==> src/rtl/seq_divider16_if.sv <==
// Request/result handshake bundle for the sequential divider.
// The requester drives the master side; the divider implements the slave side.
interface seq_divider16_if #(
  parameter int WIDTH = 16
);
  logic             in_valid;
  logic             in_ready;
  logic [WIDTH-1:0] x1;
  logic [WIDTH-1:0] x2;
  logic             out_valid;
  logic             out_ready;
  logic [WIDTH-1:0] q;
  logic [WIDTH-1:0] r;
  logic             div_by_zero;

  modport master (
    output in_valid, x1, x2, out_ready,
    input  in_ready, out_valid, q, r, div_by_zero
  );

  modport slave (
    input  in_valid, x1, x2, out_ready,
    output in_ready, out_valid, q, r, div_by_zero
  );
endinterface

==> src/rtl/seq_divider16.sv <==
// Multi-cycle unsigned restoring divider: one quotient bit per clock, trial
// subtraction built from 4-bit carry-lookahead blocks.
module seq_divider16 #(
  parameter int WIDTH = 16
) (
  input  logic            clk,
  input  logic            rst,
  seq_divider16_if.slave  bus
);
  localparam int NBLK = WIDTH / 4;
  localparam int CW   = $clog2(WIDTH);

  localparam logic [1:0] IDLE = 2'd0;
  localparam logic [1:0] RUN  = 2'd1;
  localparam logic [1:0] DONE = 2'd2;

  logic [1:0]       state;
  logic [WIDTH-1:0] q_reg;
  logic [WIDTH-1:0] r_reg;
  logic [WIDTH-1:0] d_reg;
  logic [CW-1:0]    cnt;
  logic             in_ready_reg;
  logic             out_valid_reg;
  logic             dbz_reg;

  // Trial subtraction S - D as S + ~{0,D} + 1. The partial remainder stays
  // below D, so only S carries the extra top bit; the restored value fits WIDTH.
  logic [WIDTH:0]   s;
  logic [WIDTH-1:0] b;
  logic [WIDTH-1:0] g;
  logic [WIDTH-1:0] p;
  logic [WIDTH:0]   c;
  logic [WIDTH-1:0] t;
  logic [3:0]       gg;
  logic [3:0]       pp;
  logic             cin;
  logic             blk_g;
  logic             no_borrow;

  // NOTE: every always_comb output gets a default before any conditional or
  // loop assignment, so no path can leave it unassigned and infer a latch.
  always_comb begin
    s     = {r_reg, q_reg[WIDTH-1]};
    b     = ~d_reg;
    g     = s[WIDTH-1:0] & b;
    p     = s[WIDTH-1:0] ^ b;
    c     = '0;
    c[0]  = 1'b1;
    gg    = '0;
    pp    = '0;
    cin   = 1'b0;
    blk_g = 1'b0;
    for (int k = 0; k < NBLK; k++) begin
      cin  = c[4*k];
      gg   = g[4*k +: 4];
      pp   = p[4*k +: 4];
      c[4*k+1] = gg[0] | (pp[0] & cin);
      c[4*k+2] = gg[1] | (pp[1] & gg[0]) | (pp[1] & pp[0] & cin);
      c[4*k+3] = gg[2] | (pp[2] & gg[1]) | (pp[2] & pp[1] & gg[0])
               | (pp[2] & pp[1] & pp[0] & cin);
      blk_g    = gg[3] | (pp[3] & gg[2]) | (pp[3] & pp[2] & gg[1])
               | (pp[3] & pp[2] & pp[1] & gg[0]);
      c[4*k+4] = blk_g | ((&pp) & cin);
    end
    t = p ^ c[WIDTH-1:0];
    // Top bit of ~{0,D} is 1, so the final carry is S[WIDTH] | c[WIDTH].
    no_borrow = s[WIDTH] | c[WIDTH];
  end

  // NOTE: state registers use non-blocking assignments so every flop samples
  // pre-edge values regardless of statement order.
  always_ff @(posedge clk) begin
    if (rst) begin
      state         <= IDLE;
      in_ready_reg  <= 1'b1;
      out_valid_reg <= 1'b0;
      q_reg         <= '0;
      r_reg         <= '0;
      d_reg         <= '0;
      cnt           <= '0;
      dbz_reg       <= 1'b0;
    end else begin
      case (state)
        IDLE: begin
          if (!in_ready_reg) begin
            in_ready_reg <= 1'b1;
          end else if (bus.in_valid) begin
            in_ready_reg <= 1'b0;
            if (bus.x2 == '0) begin
              state   <= DONE;
              q_reg   <= '1;
              r_reg   <= bus.x1;
              dbz_reg <= 1'b1;
            end else begin
              state   <= RUN;
              q_reg   <= bus.x1;
              d_reg   <= bus.x2;
              r_reg   <= '0;
              cnt     <= '0;
              dbz_reg <= 1'b0;
            end
          end
        end
        RUN: begin
          if (no_borrow) begin
            r_reg <= t;
            q_reg <= {q_reg[WIDTH-2:0], 1'b1};
          end else begin
            r_reg <= s[WIDTH-1:0];
            q_reg <= {q_reg[WIDTH-2:0], 1'b0};
          end
          cnt <= cnt + CW'(1);
          if (cnt == CW'(WIDTH - 1)) begin
            state         <= DONE;
            out_valid_reg <= 1'b1;
          end
        end
        DONE: begin
          // Zero-divisor results arrive here with out_valid low; raise it one edge later.
          if (!out_valid_reg) begin
            out_valid_reg <= 1'b1;
          end else if (bus.out_ready) begin
            out_valid_reg <= 1'b0;
            state         <= IDLE;
          end
        end
        default: state <= IDLE;
      endcase
    end
  end

  assign bus.in_ready    = in_ready_reg;
  assign bus.out_valid   = out_valid_reg;
  assign bus.q           = q_reg;
  assign bus.r           = r_reg;
  assign bus.div_by_zero = dbz_reg;
endmodule

==> src/flat_wrapper.sv <==
// flat-port wrapper written by rule: the top's interface ports become plain ports
module seq_divider16_flat 
#(
  parameter int WIDTH = 16
)
  (clk, rst, bus_in_valid, bus_x1, bus_x2, bus_out_ready, bus_in_ready, bus_out_valid, bus_q, bus_r, bus_div_by_zero);
  seq_divider16_if #(.WIDTH(WIDTH)) bus_i ();
  input  logic clk;
  input  logic rst;
  input wire logic [$bits(bus_i.in_valid)-1:0] bus_in_valid;
  input wire logic [$bits(bus_i.x1)-1:0] bus_x1;
  input wire logic [$bits(bus_i.x2)-1:0] bus_x2;
  input wire logic [$bits(bus_i.out_ready)-1:0] bus_out_ready;
  output wire logic [$bits(bus_i.in_ready)-1:0] bus_in_ready;
  output wire logic [$bits(bus_i.out_valid)-1:0] bus_out_valid;
  output wire logic [$bits(bus_i.q)-1:0] bus_q;
  output wire logic [$bits(bus_i.r)-1:0] bus_r;
  output wire logic [$bits(bus_i.div_by_zero)-1:0] bus_div_by_zero;
  assign bus_i.in_valid = bus_in_valid;
  assign bus_i.x1 = bus_x1;
  assign bus_i.x2 = bus_x2;
  assign bus_i.out_ready = bus_out_ready;
  assign bus_in_ready = bus_i.in_ready;
  assign bus_out_valid = bus_i.out_valid;
  assign bus_q = bus_i.q;
  assign bus_r = bus_i.r;
  assign bus_div_by_zero = bus_i.div_by_zero;
  seq_divider16 #(.WIDTH(WIDTH)) u_core (.clk(clk), .rst(rst), .bus(bus_i));
endmodule
==> config.mk <==
export PLATFORM = sky130hd
export DESIGN_NAME = seq_divider16_flat
export DESIGN_NICKNAME = d
export VERILOG_FILES = /design/src/rtl/seq_divider16_if.sv /design/src/rtl/seq_divider16.sv /design/src/flat_wrapper.sv
export SDC_FILE = /design/constraint.sdc
export NUM_CORES = 1
export LEC_CHECK = 0
export BUFFER_PORTS_ARGS = -buffer_cell sky130_fd_sc_hd__buf_4
export CAP_MARGIN = 20
export CORE_ASPECT_RATIO = 1.1
export CORE_MARGIN = 2
export CORE_UTILIZATION = 55
export DETAILED_ROUTE_END_ITERATION = 16
export PLACE_DENSITY_LB_ADDON = 0.08
export SKIP_LAST_GASP = 1
export SLEW_MARGIN = 20
export SYNTH_ARGS = -nofsm -noshare
export SYNTH_HDL_FRONTEND = slang
export SYNTH_SLANG_ARGS = --single-unit
==> constraint.sdc <==
create_clock -name clk -period 3.2 [get_ports clk]
set_input_delay 0.64 -clock clk [delete_from_list [all_inputs] [get_ports clk]]
set_output_delay 0.64 -clock clk [all_outputs]
set_load 0.02 [all_outputs]
==> results.yml <==
status:
  outcome: "completed"
pwr:
  power_density_mw_per_mm2: 599.5
  power_leakage_nw: 1.647
  vdd_drop_max_mv: 0.3099
  power_mw: 2.444
timing:
  slew_violations: 0
  fin_crit_sh_pct: 85.73
  hold_slack_ns: 0.4536
  rsz0062_at_grt: "no"
  hold_violations: 0
  setup_violations: 0
  fin_worst_skew_ns: 0.01224
  clock.fmax_mhz: 364.5
  fin_tns_setup_ns: 0
  worstMarginPinSlew_ns: 0.8440
  finalCriticalPeriod_ns: 2.743
  final.setup.worst_slack_ns: 0.4568
  relSlewSlack_pct: 43.74
flow_run:
  max_cap_viol_count: 0
setup_path:
  path_max_fanout: 6
  cp_cell_sequence: "inv_1, ha_1, o21ai_1, a22oi_2, a21o_4, nand2_1, nand2_1, fa_1, xor2_1, a221oi_1, a311oi_1"
  path_common_cell: "nand2_1"
  reg2reg_from: "u_core.bus.q[15]"
  startpoint: "u_core.bus.q[15]"
  critPathSlowestCell: "fa_1"
  slowest_delay_ns: 0.44
  rrSetupSlack_ns: 0.46
  crit_family: "compound AO/OA/AOI/OAI gates"
  end_kind: "flip-flop"
  path_class: "flip-flop to flip-flop"
  critical_path_buf_inv_count: 1
  start_kind: "flip-flop"
  critical_path_arrival_ns: 2.94
  worstPathRequired_ns: 3.40
placed_design:
  port_buffers: 70
  placed_area_mm2: 0.003881
  dp_hpwl_mm: 6.635
  place_congestion: 0.9495
  dp_slack_ns: 0.5431
grt:
  track_usage_pct: 27.68
  grt_pass1_vias: 2919
  grt_pass1_wl_mm: 14.47
  grt_overflow_total: 0
  antenna_found_initial: 0
  grt_max_degree: 61
synthesis:
  synth_largest_area_cell: "dfxtp_1"
  synth_ff_type: "dfxtp_1"
  synth_top_area_share_pct: 34.62
  yosysMostFrequentCell: "nand2_1"
  syn_avg_cell_area_um2: 8.038
  synthTopCellsByArea: "dfxtp_1 35%, a21oi_1 7.7%, nand2_1 7.5%"
  synthesis.instances: 410
  synth_seq_cells: 57
  yosys-top-cells-count: "66 x nand2_1, 57 x dfxtp_1, 51 x a21oi_1"
  synth_area_mm2: 0.003296
  ys_seq_area_share_pct: 34.62
  async_flop_share_pct: 0
  ys.warnings.count: 0
  syn-num-nets: 467
  synth_edf_count: 0
  yosysUniqueCellTypes: 53
layout:
  drive_gt1_share_pct: 22.92
  n_antenna_cell: 0
  regArea_mm2: 0.001141
  nNetsFinal: 532
  n_fill_cell: 474
  fin_area_mm2: 0.004076
  areaGrowthSynthToFinish_pct: 23.69
  multiInputGateArea_mm2: 0.001964
routing:
  met2_length_mm: 4.232
  drt_iter0_markers: 251
  drt_wl_total_mm: 8.981
  vias: 3298
  vias_per_cell: 5.921
  first_pass_iters: 4
  ant_nets: 0
  drt_drc_violations_left: 0
  wl_per_cell_um: 16.12
  met1_length_mm: 4.085
  wl_met3_um: 540
  top_layer: "met4"
floorplanning:
  dieWidth_um: 77.81
  die_y_um: 85.19
  num_rows: 29
  die_area_mm2: 0.006628
  core_area_mm2: 0.005769
  initial_utilization_pct: 57.12
  ios: 71
hold_path:
  hold_path_class: "flip-flop to flip-flop"
  hp-start: "u_core.d_reg[9]"
clock_tree:
  cts_buffers: 9
  clk_path_buf_depth: 2
  holdBufCountCts: 0
  clk_latency_ns: 0.34
  clock_sinks: 57
  cts_tree: "done"
  post-cts-setup-buffer-count: 0
  cts_root_buffer: "clkbuf_8"
  ctsResizeCount: 0
  clkSlewWorstSetupHoldPaths_ns: 0.07
  h-tree-depth: 3
-- metrics by stage --
step | utilization (%) | cells
after floorplan | - | 410
after global routing | 70.66 | 557
after CTS | 70.66 | 557
after global placement | 67.27 | 541
after detailed placement | 67.27 | 541
final | 70.66 | 557
-- cell type report --
cell class                      count  share of cell area [%]
Clock buffer                       10                   3.376
Clock inverter                      6                   1.412
Inverter                           23                   2.118
Multi-Input combinational cell    305                   48.19
Sequential cell                    57                   27.99
Tap cell                           77                   2.363
Timing Repair Buffer               79                   14.55
-- worst reg2reg max path: stages, from the launching register on --
cell      delay [ns]
dfxtp_1         0.40
inv_1           0.07
ha_1            0.32
o21ai_1         0.19
a22oi_2         0.15
a21o_4          0.25
nand2_1         0.10
nand2_1         0.10
fa_1            0.44
xor2_1          0.18
a221oi_1        0.29
a311oi_1        0.13
-- per-layer routing --
layer,vias to the layer above,track usage (%)
li1,1619,-
met1,1543,37.78
met2,123,44.36
met3,13,4.574
met4,0,9.740
met5,-,0
-- final timing paths --
kind / endpoint / cells past startpoint
max: u_core.bus.r[13] / 11
min: u_core.d_reg[9] / 2
max reg2reg: u_core.bus.r[13] / 11
min reg2reg: u_core.d_reg[9] / 2
-- where the power goes --
part | internal, mW | switching (mW) | total (mW)
Clock | 0.375 | 0.307 | 0.683
Sequential | 0.776 | 0.0671 | 0.843
Combinational | 0.385 | 0.533 | 0.918
Total | 1.54 | 0.908 | 2.44
-- cells by family after synthesis --
kind of cell / count (synthesis) / share of synthesized area [%]
buffers and inverters: 48 / 5.846
AND/OR/NAND/NOR: 143 / 20.05
adder cells (fa/ha/maj): 21 / 8.656
multiplexers: 2 / 0.6454
XOR/XNOR: 15 / 3.986
flip-flops: 57 / 34.62
AO/OA/AOI/OAI: 124 / 26.20
-- cell usage in the layout, fill, tap and decap left out, types with 3 or more instances in the layout --
cell / n
buf_4: 79
nand2_1: 66
dfxtp_1: 57
a21oi_1: 51
nor2_1: 26
inv_1: 23
ha_1: 18
o221ai_1: 15
nand3_1: 13
o21ai_0: 10
clkbuf_8: 10
xnor2_1: 9
a221oi_1: 9
nor3_1: 7
xor2_1: 6
a211oi_1: 6
a311oi_1: 6
nand2b_1: 4
nor4_1: 4
or3_1: 4
o211ai_1: 4
clkinv_2: 4
and2_1: 3
and3_1: 3
nand4_1: 3
a221oi_2: 3
a31oi_1: 3
fa_1: 3
Power figures use the tool's default switching activity.
